### src/rtl/fifo_umbral.sv
// Per-lane synchronous FIFO with registered read data, programmable almost-empty/almost-full
// thresholds latched from a shared bus during init, and sticky overflow/underflow errors.
module fifo_umbral #(
    parameter int DATA_WIDTH   = 10,
    parameter int ADDR_WIDTH   = 3,
    parameter int UMBRALES_L_H = 8
) (
    input  logic                    clk,
    input  logic                    reset,
    input  logic                    init,
    input  logic [UMBRALES_L_H-1:0] umbral_LH,
    input  logic                    push,
    input  logic [DATA_WIDTH-1:0]   data_in,
    input  logic                    pop,
    output logic [DATA_WIDTH-1:0]   data_out,
    output logic                    valid_out,
    output logic [ADDR_WIDTH:0]     count,
    output logic                    empty,
    output logic                    full,
    output logic                    almost_empty,
    output logic                    almost_full,
    output logic                    overflow_err,
    output logic                    underflow_err
);

    localparam int DEPTH = 2 ** ADDR_WIDTH;
    localparam int TW    = UMBRALES_L_H / 2;

    logic [DATA_WIDTH-1:0] mem_q [DEPTH];
    logic [DATA_WIDTH-1:0] mem_d [DEPTH];
    logic [ADDR_WIDTH-1:0] wr_ptr_q, wr_ptr_d;
    logic [ADDR_WIDTH-1:0] rd_ptr_q, rd_ptr_d;
    logic [ADDR_WIDTH:0]   count_q, count_d;
    logic [DATA_WIDTH-1:0] data_out_q, data_out_d;
    logic                  valid_out_q, valid_out_d;
    logic [TW-1:0]         umbral_h_q, umbral_h_d;
    logic [TW-1:0]         umbral_l_q, umbral_l_d;
    logic                  overflow_q, overflow_d;
    logic                  underflow_q, underflow_d;

    logic          push_ok;
    logic          pop_ok;
    logic [TW-1:0] lh_high;

    assign empty        = (count_q == '0);
    assign full         = (count_q == (ADDR_WIDTH+1)'(DEPTH));
    assign almost_empty = (int'(count_q) <= int'(umbral_l_q));
    assign almost_full  = (int'(count_q) >= int'(umbral_h_q));

    // A pop frees a slot on the same edge, so a full FIFO can still take a push alongside it.
    assign pop_ok  = pop && !empty;
    assign push_ok = push && (!full || pop_ok);
    assign lh_high = umbral_LH[UMBRALES_L_H-1:TW];

    always_comb begin
        mem_d       = mem_q;
        wr_ptr_d    = wr_ptr_q;
        rd_ptr_d    = rd_ptr_q;
        count_d     = count_q;
        data_out_d  = data_out_q;
        valid_out_d = 1'b0;
        umbral_h_d  = umbral_h_q;
        umbral_l_d  = umbral_l_q;
        overflow_d  = overflow_q;
        underflow_d = underflow_q;

        if (push_ok) begin
            mem_d[wr_ptr_q] = data_in;
            wr_ptr_d        = wr_ptr_q + 1'b1;
        end
        if (pop_ok) begin
            data_out_d  = mem_q[rd_ptr_q];
            valid_out_d = 1'b1;
            rd_ptr_d    = rd_ptr_q + 1'b1;
        end

        case ({push_ok, pop_ok})
            2'b10:   count_d = count_q + 1'b1;
            2'b01:   count_d = count_q - 1'b1;
            default: count_d = count_q;
        endcase

        if (push && !push_ok) overflow_d = 1'b1;
        if (pop && !pop_ok)   underflow_d = 1'b1;

        // A high threshold beyond DEPTH could never be reached; clamp so almost_full tracks full.
        if (init) begin
            umbral_l_d = umbral_LH[TW-1:0];
            if (int'(lh_high) > DEPTH) umbral_h_d = TW'(DEPTH);
            else                       umbral_h_d = lh_high;
        end
    end

    always_ff @(posedge clk) begin
        mem_q <= mem_d;
    end

    always_ff @(posedge clk or negedge reset) begin
        if (!reset) begin
            wr_ptr_q    <= '0;
            rd_ptr_q    <= '0;
            count_q     <= '0;
            data_out_q  <= '0;
            valid_out_q <= 1'b0;
            umbral_h_q  <= TW'(DEPTH - 1);
            umbral_l_q  <= TW'(1);
            overflow_q  <= 1'b0;
            underflow_q <= 1'b0;
        end else begin
            wr_ptr_q    <= wr_ptr_d;
            rd_ptr_q    <= rd_ptr_d;
            count_q     <= count_d;
            data_out_q  <= data_out_d;
            valid_out_q <= valid_out_d;
            umbral_h_q  <= umbral_h_d;
            umbral_l_q  <= umbral_l_d;
            overflow_q  <= overflow_d;
            underflow_q <= underflow_d;
        end
    end

    assign data_out      = data_out_q;
    assign valid_out     = valid_out_q;
    assign count         = count_q;
    assign overflow_err  = overflow_q;
    assign underflow_err = underflow_q;

endmodule
### config.mk
export PLATFORM = sky130hd
export DESIGN_NAME = fifo_umbral
export DESIGN_NICKNAME = d
export VERILOG_FILES = /design/src/rtl/fifo_umbral.sv
export SDC_FILE = /design/constraint.sdc
export NUM_CORES = 1
export LEC_CHECK = 0
export BUFFER_PORTS_ARGS = -buffer_cell sky130_fd_sc_hd__buf_2
export CAP_MARGIN = 30
export CORE_ASPECT_RATIO = 1.1
export CORE_MARGIN = 8
export CORE_UTILIZATION = 60
export CTS_CLUSTER_DIAMETER = 30
export DETAILED_ROUTE_END_ITERATION = 7
export PLACE_DENSITY = 0.81
export SETUP_SLACK_MARGIN = 0.3
export SLEW_MARGIN = 20
export SYNTH_ARGS = -nofsm -noshare
export SYNTH_HDL_FRONTEND = slang
export SYNTH_SLANG_ARGS = --single-unit
### constraint.sdc
create_clock -name clk -period 5.98 [get_ports clk]
set_input_delay 0.299 -clock clk [delete_from_list [all_inputs] [get_ports clk]]
set_output_delay 0.299 -clock clk [all_outputs]
set_load 0.05 [all_outputs]
==> results of run 1 <==
==> cells in the mapped netlist (3+ instances only) <==
| cell | number | share of area, % |
|---|---|---|
| dfrtp_1 | 27 | 15 |
| o21ai_1 | 10 | 1.1 |
| mux2i_1 | 20 | 4.3 |
| nand2b_1 | 6 | 0.81 |
| a221o_1 | 10 | 2.2 |
| mux2_2 | 21 | 5.1 |
| edfxtp_1 | 80 | 52 |
| nand3b_1 | 3 | 0.48 |
| nor3_1 | 5 | 0.54 |
| o22ai_1 | 10 | 1.3 |
| inv_1 | 14 | 1.1 |
| o21ai_0 | 12 | 1.3 |
| xnor2_1 | 5 | 0.94 |
| nor2_1 | 5 | 0.40 |
| ha_1 | 13 | 3.5 |
| dfstp_2 | 4 | 2.3 |
| nand2_1 | 26 | 2.1 |
| buf_4 | 3 | 0.48 |
| a21o_1 | 5 | 0.81 |
==> worst max-delay path by stage <==
stage	start	to	slack, ns	cells after the start
after floorplan	count[1]$_DFFE_PN0P_	count[3]$_DFFE_PN0P_	2.64	9
after global placement	count[1]$_DFFE_PN0P_	count[3]$_DFFE_PN0P_	2.98	8
after detailed placement	count[1]$_DFFE_PN0P_	count[3]$_DFFE_PN0P_	2.72	8
after CTS	count[1]$_DFFE_PN0P_	count[3]$_DFFE_PN0P_	2.71	8
after global routing	count[1]$_DFFE_PN0P_	count[3]$_DFFE_PN0P_	2.41	8
final	count[1]$_DFFE_PN0P_	count[3]$_DFFE_PN0P_	2.72	8
==> area by class of cell <==
| cell class | count | area (um^2) | area share (%) |
|---|---|---|---|
| clock buffers | 10 | 128 | 2.46 |
| clock inverters | 6 | 53.8 | 1.04 |
| inverters | 15 | 61.3 | 1.18 |
| multi-input cells | 170 | 1340 | 25.7 |
| flip-flops and latches | 111 | 3180 | 61.3 |
| well taps | 105 | 131 | 2.53 |
| repair buffers | 52 | 302 | 5.80 |
==> metrics by stage <==
step | setup WS [ns] | instance area, um^2
2_1_floorplan | 2.64 | 4640
5_1_grt | 2.41 | 5200
3_5_place_dp | 2.72 | 5000
6_report | 2.72 | 5200
4_1_cts | 2.71 | 5190
3_3_place_gp | 2.98 | 4950
==> layer usage <==
metal	vias up	global-route usage, %	routed length (um)
met4	0	7.03	143
met1	1292	19.3	3690
met5	-	0	0
met3	9	3.73	488
li1	1256	-	-
met2	70	29.7	4410
==> worst max-delay path, stage by stage, from the launching register on <==
cell and delay, ns:
dfrtp_1 0.50, nor4_2 0.37, nand2b_1 0.68, inv_1 0.22, ha_1 0.34, ha_1 0.30
a21oi_1 0.22, o21ai_0 0.15, o311ai_0 0.38
==> power groups by stage <==
stage | logic [mW] | registers (mW) | clock network (mW)
2_1_floorplan | 0.625 | 1.29 | 0
3_3_place_gp | 0.955 | 1.17 | 0
3_5_place_dp | 1.04 | 1.14 | 0
4_1_cts | 1.04 | 1.12 | 0.419
5_1_grt | 1.12 | 1.14 | 0.444
6_report | 1.04 | 1.12 | 0.415
==> state kept, by name, summed over array words and instances (netlist names) <==
register and flops:
count 4, valid_out 1, umbral_l_q 4, umbral_h_q 4, mem_q 80, overflow_err 1, data_out 10, rd_ptr_q 3
underflow_err 1, wr_ptr_q 3
==> kinds of logic after synthesis <==
family / count (synthesis) / synth area share, %
adders and majority gates: 14 / 3.93
muxes: 41 / 9.40
xor gates and xnor gates: 6 / 1.13
buffers and inverters: 26 / 3.04
and+or+nand+nor: 57 / 6.33
DFF: 111 / 68.5
AOI/OAI and AO/OA: 52 / 7.62
==> impl_metrics.tcl, run 1 <==
set metrics [dict create \
    internal-power_mw 1.53 \
    vias 2627 \
    p_sw_share_pct 40.5 \
    cts.clk_slew.worst_paths_ns 0.11 \
    crit_arrival_ns 3.51 \
    setup_violations 0 \
    whs_ns 0.155 \
    syn-num-nets 344 \
    pwr-share-seq_pct 43.6 \
    num_antenna_cells 0 \
    crit_path_max_fanout 23 \
    synth_cell_types 40 \
    hold_viol 0 \
    fin_nets 396 \
    yosysWarningCount 0 \
    antenna_found_initial 0 \
    syn_to_final_growth_pct 11.9 \
    criticalPathCategory "reg -> reg" \
    setup_tns_ns 0 \
    ios 44 \
    grt_pass1_wl_um 13900 \
    netlist_area_um2 4640 \
    maxSlewViolCount 0 \
    drive_above_1_share_pct 27.7 \
    vias_per_cell 5.60 \
    timing.rr.start "count[1]$_DFFE_PN0P_" \
    holdPathStages 2 \
    port-buffer-count 43 \
    die_w_um 99.9 \
    drc 0 \
    crit_path_start_kind "register" \
    wl_um 8730 \
    final_cell_count_no_fill 469 \
    r2r_end "count[3]$_DFFE_PN0P_" \
    gp_congestion 0.774 \
    power_density_nw_per_um2 495 \
    final_util_pct 69.5 \
    dp_cells 451 \
    post_cts_buffers 0 \
    worstHoldPathType "in -> reg" \
    grt_max_degree 32 \
    cts_root_buffer "clkbuf_8" \
    wl_per_cell_um 18.6 \
    grt.overflow.total 0 \
    drt_iter0_drc 150 \
    r2r_slack_ns 2.72 \
    rsz0062_at_grt "no" \
    min_period_ns 3.26 \
    worstMarginPinSlew_ns 0.985 \
    fp-row-count 33 \
    cts.sinks 111 \
    required_ns 6.22 \
    outcome "finished, final reports clean" \
    power_switching_mw 1.04 \
    finalPower_mw 2.57 \
    fmax_ghz 0.306 \
    yosysSeqAreaShare_pct 68.5 \
    drv_cap 0 \
    grt_pass1_vias 2783 \
    async_reset_ff_share_pct 27.9 \
    dr.pass1.iters 4 \
    synth-seq-cells 111 \
    die_area_um2 10800 \
    relSlewSlack_pct 33.9 \
    clock_latency_ns 0.36 \
    die_h_um 108 \
    hold_end "overflow_err$_DFFE_PN0P_" \
    cts_buffer_depth 2 \
    ant_nets 0 \
    post-route-period-util_pct 54.6 \
    fillers 518 \
    htree_num_levels 3 \
    cts_tree "done" \
    place_hpwl_um 6140 \
    avgSynthCellArea_um2 15.1 \
    cts-resized-gates 0 \
    clkPwrFrac_pct 16.2 \
    initial_core_util_pct 62.1 \
    cts_made_buffers 9 \
    finClkSkew_ns 0.0138 \
    layout_common_cells "edfxtp_1 (80), buf_2 (43), nand2_1 (26), dfrtp_1 (26), mux2_2 (21)" \
    vdd_drop_max_mv 0.207 \
    holdBufCountCts 1 \
    synth_ff_type "edfxtp_1" \
    cp-end-kind "register" \
    final_common_cell "edfxtp_1" \
    syn-instance-count 307 \
    track_usage_pct 16.8 \
    core_um2 7470 \
    cellLeakagePower_nw 2.02 \
    synth_edf_count 80 \
    combPwrFrac_pct 40.2 \
    r2r_cells 8 \
    hp-start "push" \
]
(Power assumes the default switching activity.)
==> inputs of run 2 (changes only) <==
--- a/config.mk
+++ b/config.mk
@@ -9,10 +9,10 @@
 export CAP_MARGIN = 30
 export CORE_ASPECT_RATIO = 1.1
 export CORE_MARGIN = 8
-export CORE_UTILIZATION = 60
+export CORE_UTILIZATION = 53
 export CTS_CLUSTER_DIAMETER = 30
 export DETAILED_ROUTE_END_ITERATION = 7
-export PLACE_DENSITY = 0.81
+export PLACE_DENSITY = 0.75
 export SETUP_SLACK_MARGIN = 0.3
 export SLEW_MARGIN = 20
 export SYNTH_ARGS = -nofsm -noshare
==> constraint.sdc (replaced) <==
create_clock -name clk -period 2.8 [get_ports clk]
set_input_delay 0.14 -clock clk [delete_from_list [all_inputs] [get_ports clk]]
set_output_delay 0.14 -clock clk [all_outputs]
set_load 0.05 [all_outputs]
==> impl_metrics.tcl, run 2 (synthesis results as in run 1) <==
set metrics [dict create \
    die_area_um2 12000 \
    met2_length_um 4470 \
    place_ws_ns 0.351 \
    clock_latency_ns 0.37 \
    vias 2682 \
    worstMarginPinSlew_ns 0.853 \
    antenna_found_initial 0 \
    dr.pass1.iters 4 \
    required_ns 3.04 \
    vias_per_cell 5.44 \
    drv_cap 0 \
    criticalPathCategory "reg -> reg" \
    syn_to_final_growth_pct 16.8 \
    gp_congestion 0.749 \
    crit_arrival_ns 2.70 \
    port-buffer-count 43 \
    cts_made_buffers 9 \
    setup_tns_ns 0 \
    cts.clk_slew.worst_paths_ns 0.09 \
    largest_register_ffs 80 \
    grt_max_degree 43 \
    wl_um 8990 \
    multi_input_area_um2 1390 \
    outcome "finished, final reports clean" \
    post-route-period-util_pct 87.6 \
    power_switching_mw 2.26 \
    cts_root_buffer "clkbuf_8" \
    highest_layer "met4" \
    drt_iter0_drc 118 \
    r2r_cells 9 \
    crit_path_max_fanout 8 \
    die_w_um 105 \
    initial_core_util_pct 53.4 \
    seqCellArea_um2 3190 \
    power_density_nw_per_um2 1070 \
    core_um2 8690 \
    final_common_cell "edfxtp_1" \
    track_usage_pct 15.0 \
    fin_nets 411 \
    min_period_ns 2.45 \
    cellLeakagePower_nw 2.10 \
    largest-register "mem_q" \
    cts_tree "done" \
    ant_nets 0 \
    pwr-share-seq_pct 40.0 \
    fin_ws_ns 0.347 \
    grt.overflow.total 0 \
    worstHoldPathType "in -> reg" \
    grt_pass1_vias 2688 \
    fillers 640 \
    die_h_um 114 \
    clkPwrFrac_pct 17.5 \
    combPwrFrac_pct 42.6 \
    cp-end-kind "register" \
    drive_above_1_share_pct 31.1 \
    internal-power_mw 3.57 \
    p_sw_share_pct 38.7 \
    layout_common_cells "edfxtp_1 (80), buf_2 (43), nand2_1 (26)" \
    fp-row-count 36 \
    htree_num_levels 3 \
    place_hpwl_um 5820 \
    dr_wl_met3_um 341 \
    wl_per_cell_um 18.2 \
    rsz0062_at_grt "no" \
    num_antenna_cells 0 \
    maxSlewViolCount 0 \
    fmax_ghz 0.408 \
    hold_viol 0 \
    relSlewSlack_pct 43.0 \
    drc 0 \
    ios 44 \
    drt-met1-wl_um 4020 \
    cts_buffer_depth 2 \
    finClkSkew_ns 0.0116 \
    crit_path_start_kind "register" \
    setup_violations 0 \
    vdd_drop_max_mv 0.475 \
    cts.sinks 111 \
    holdPathStages 3 \
    grt_pass1_wl_um 14000 \
]
==> run 2: final cells by class <==
class / count / area share (%)
clock buffers: 11 / 2.42
clock inverters: 5 / 1.52
inverters: 15 / 1.18
multi-input cells: 171 / 25.5
flip-flops and latches: 111 / 58.8
well taps: 114 / 2.63
repair buffers: 66 / 7.93
==> run 2: repair_timing <==
item                                    in CTS  in global routing
resized for setup                            0                  1
setup buffers                                0                  8
hold endpoints to repair                    33                  0
hold buffers                                 7                  0
endpoints found under the setup margin       0                  2
==> run 2: worst paths after layout <==
path | startpoint | endpoint | slack (ns)
worst max register to register | count[0]$_DFFE_PN0P_ | count[3]$_DFFE_PN0P_ | 0.35
min in group asynchronous | reset | count[2]$_DFFE_PN0P_ | 0.35
max in group asynchronous | reset | rd_ptr_q[0]$_DFFE_PN0P_ | 1.97
worst min-delay path | umbral_LH[5] | umbral_h_q[1]$_DFFE_PN1P_ | 0.02
worst min register to register | underflow_err$_DFFE_PN0P_ | underflow_err$_DFFE_PN0P_ | 0.46
worst max-delay path | count[0]$_DFFE_PN0P_ | count[3]$_DFFE_PN0P_ | 0.35
==> run 2: layer usage <==
| layer | GRT usage, % | up-vias |
|---|---|---|
| li1 | - | 1285 |
| met3 | 3.32 | 13 |
| met5 | 0 | - |
| met2 | 24.7 | 53 |
| met4 | 7.81 | 0 |
| met1 | 18.1 | 1331 |
==> run 2: through the flow <==
| step | power, mW | utilization (%) | hold WS (ns) | cell area, um^2 | std cells |
|---|---|---|---|---|---|
| 2_1_floorplan | 4.14 | - | -0.156 | 4700 | 307 |
| 3_3_place_gp | 4.64 | 58.0 | 0.210 | 5040 | 459 |
| 3_5_place_dp | 4.71 | 58.0 | 0.216 | 5040 | 459 |
| 4_1_cts | 5.74 | 61.2 | 0.000522 | 5320 | 482 |
| 5_1_grt | 6.12 | 62.4 | 0.0280 | 5430 | 493 |
| 6_report | 5.83 | 62.4 | 0.0238 | 5430 | 493 |
==> run 2: power by group through the flow <==
stage / logic [mW] / clock network, mW / registers [mW]
2_1_floorplan: 1.37 / 0 / 2.77
3_3_place_gp: 2.26 / 0 / 2.38
3_5_place_dp: 2.31 / 0 / 2.41
4_1_cts: 2.32 / 1.04 / 2.37
5_1_grt: 2.65 / 1.10 / 2.37
6_report: 2.48 / 1.02 / 2.33
==> run 2: worst max-delay path, cell delays in order, from the launching register on <==
cell and delay, ns:
dfrtp_2 0.43, or4b_4 0.57, o21a_4 0.27, inv_6 0.09, ha_4 0.18, ha_1 0.25
a21oi_2 0.21, o21ai_0 0.13, nand4b_1 0.12, o311ai_1 0.09
==> inputs of run 3 (changes only) <==
--- a/config.mk
+++ b/config.mk
@@ -5,6 +5,7 @@
 export SDC_FILE = /design/constraint.sdc
 export NUM_CORES = 1
 export LEC_CHECK = 0
+export ABC_AREA = 1
 export BUFFER_PORTS_ARGS = -buffer_cell sky130_fd_sc_hd__buf_2
 export CAP_MARGIN = 30
 export CORE_ASPECT_RATIO = 1.1
==> impl_metrics.tcl, run 3 <==
set metrics [dict create \
    outcome "finished, final reports clean" \
    path_cells "nor2_2, nand3_2, nand2_4, inv_4, ha_1, ha_1, a21oi_1, nand2_1, nand2_1, nand2_1, nand2_1, nand2_1" \
    post_dp_cell_area_um2 5310 \
    post_cts_buffers 0 \
    cts_root_buffer "clkbuf_8" \
    core_um2 9310 \
    criticalPathCategory "reg -> reg" \
    required_ns 3.08 \
    cp_num_buf_inv 1 \
    fin_ws_ns 0.537 \
    synth_area_leaders "edfxtp_1 (48%), dfrtp_1 (13%), nand2_1 (11%)" \
    fmax_ghz 0.442 \
    seqCellArea_um2 3180 \
    cp_top_family "simple AND/OR/NAND/NOR gates" \
    power_switching_mw 2.51 \
    wl_um 10300 \
    syn_to_final_growth_pct 11.4 \
    cp_slowest_stage_delay_ns 0.49 \
    drive_above_1_share_pct 16.7 \
    place_hpwl_um 6840 \
    layout_common_cells "nand2_1 (151), inv_1 (84), edfxtp_1 (80)" \
    combPwrFrac_pct 42.5 \
    clkPwrFrac_pct 16.6 \
    synth.largest_area_cell "edfxtp_1" \
    synth-seq-cells 111 \
    synth_cell_types 29 \
    maxSlewViolCount 0 \
    post-route-period-util_pct 80.8 \
    fin_nets 576 \
    async_reset_ff_share_pct 27.9 \
    wl_per_cell_um 15.6 \
    synth.top_cell.area_share_pct 47.9 \
    worstHoldPathType "in -> reg" \
    gp_congestion 0.777 \
    netlist_area_um2 5020 \
    grt_max_degree 42 \
    ios 44 \
    antenna_found_initial 0 \
    syn-num-nets 526 \
    cp_slowest_cell "dfrtp_1" \
    synth_ff_type "edfxtp_1" \
    pwr-share-seq_pct 40.8 \
    rsz0062_at_grt "no" \
    crit_arrival_ns 2.54 \
    cts.sinks 111 \
    finClkSkew_ns 0.0133 \
    r2r_cells 12 \
    avgSynthCellArea_um2 10.3 \
    final_util_pct 60.1 \
    timing.rr.start "count[1]$_DFFE_PN0P_" \
    drv_cap 0 \
    drc 0 \
    setup_tns_ns 0 \
    whs_ns 0.0290 \
    initial_core_util_pct 53.9 \
    htree_num_levels 3 \
    cts.clk_slew.worst_paths_ns 0.10 \
    yosysWarningCount 0 \
    place_ws_ns 0.538 \
    die_area_um2 12800 \
    min_period_ns 2.26 \
    yosys-top-cells-count "nand2_1 (151), inv_1 (84), edfxtp_1 (80)" \
    vias_per_cell 5.07 \
    ant_nets 0 \
    dr.pass1.iters 4 \
    r2r_slack_ns 0.54 \
    r2r_end "count[3]$_DFFE_PN0P_" \
    grt_pass1_wl_um 16800 \
    power_density_nw_per_um2 1010 \
    cts_tree "done" \
    synth_edf_count 80 \
    largest-register "mem_q" \
    crit_top_cell "nand2_1" \
    multi_input_area_um2 1390 \
    cp-endpoint "count[3]$_DFFE_PN0P_" \
    path_depth 12 \
    vdd_drop_max_mv 0.404 \
    vias 3349 \
    final_area_um2 5590 \
    die_h_um 118 \
    worstMarginPinSlew_ns 0.757 \
    cts_buffer_depth 2 \
    drt_iter0_drc 244 \
    fp-row-count 37 \
    cellLeakagePower_nw 2.60 \
    cp-end-kind "register" \
    p_sw_share_pct 44.4 \
    crit_path_start_kind "register" \
    critPathLaunch "count[1]$_DFFE_PN0P_" \
    post-synth-top-count-cell "nand2_1" \
    yosysSeqAreaShare_pct 63.5 \
    num_antenna_cells 0 \
    grt.overflow.total 0 \
    final_common_cell "nand2_1" \
    fillers 752 \
    grt_pass1_vias 3401 \
    setup_violations 0 \
    largest_register_ffs 80 \
    relSlewSlack_pct 49.5 \
    hold_viol 0 \
    crit_path_max_fanout 16 \
    track_usage_pct 16.9 \
    cts_made_buffers 9 \
    syn-instance-count 489 \
    port-buffer-count 43 \
    internal-power_mw 3.14 \
    clock_latency_ns 0.38 \
    die_w_um 109 \
]
## run 3: cell count changes after synthesis, moves of 20 or more
cell / before / now
mux2_2: 21 / 0
inv_1: 14 / 84
mux2i_1: 20 / 0
nand2_1: 26 / 151
nand3_1: 0 / 56
## run 3: worst reg2reg max path, stage by stage (launching register included)
cell and delay, ns:
dfrtp_1 0.49, nor2_2 0.19, nand3_2 0.13, nand2_4 0.16, inv_4 0.13, ha_1 0.27
ha_1 0.34, a21oi_1 0.19, nand2_1 0.07, nand2_1 0.07, nand2_1 0.05, nand2_1 0.05
nand2_1 0.04
## run 3: logic make-up after synthesis
family	share of synthesized area, %
AND/OR/NAND/NOR	21.1
AO/OA/AOI/OAI	2.32
XOR/XNOR	0.699
buffers and inverters	8.81
adder cells (fa/ha/maj)	3.64
flip-flops	63.5
## run 3: per-layer routing
metal | up-vias | global-route usage, % | wire length [um]
met5 | - | 0 | 0
met4 | 0 | 8.74 | 226
met3 | 21 | 2.19 | 650
met2 | 111 | 28.0 | 5070
met1 | 1556 | 20.9 | 4340
li1 | 1661 | - | -
## run 3: cell type report
cell class,count,area share (%)
flip-flops and latches,111,57.0
multi-input cells,273,24.9
repair buffers,57,6.09
inverters,87,5.89
clock buffers,10,2.66
well taps,117,2.62
clock inverters,6,0.873
## run 3: what timing repair did
| item | in CTS | in global routing |
|---|---|---|
| hold buffers | 8 | 0 |
| endpoints found under the setup margin | 0 | 0 |
| gates resized for setup | 0 | 0 |
| hold endpoints to repair | 34 | 0 |
## run 3: worst min-delay path by stage
stage | from | to | cells past startpoint
2_1_floorplan | reset | count[0]$_DFFE_PN0P_ | 0
3_3_place_gp | reset | data_out[4]$_DFFE_PN0P_ | 1
3_5_place_dp | reset | data_out[4]$_DFFE_PN0P_ | 1
4_1_cts | push | overflow_err$_DFFE_PN0P_ | 3
5_1_grt | data_in[2] | mem_q[2]$_DFFE_PP_ | 1
6_report | push | overflow_err$_DFFE_PN0P_ | 3
## run 3: power groups by stage
stage | logic [mW] | clock network [mW] | registers (mW)
2_1_floorplan | 1.48 | 0 | 2.68
3_3_place_gp | 2.35 | 0 | 2.33
3_5_place_dp | 2.40 | 0 | 2.34
4_1_cts | 2.42 | 0.963 | 2.31
5_1_grt | 2.66 | 1.02 | 2.34
6_report | 2.41 | 0.941 | 2.31
## run 3: stage by stage
| stage | std cells | power [mW] |
|---|---|---|
| after floorplan | 489 | 4.16 |
| after global placement | 637 | 4.68 |
| after detailed placement | 637 | 4.75 |
| after CTS | 661 | 5.69 |
| after global routing | 661 | 6.02 |
| final | 661 | 5.66 |
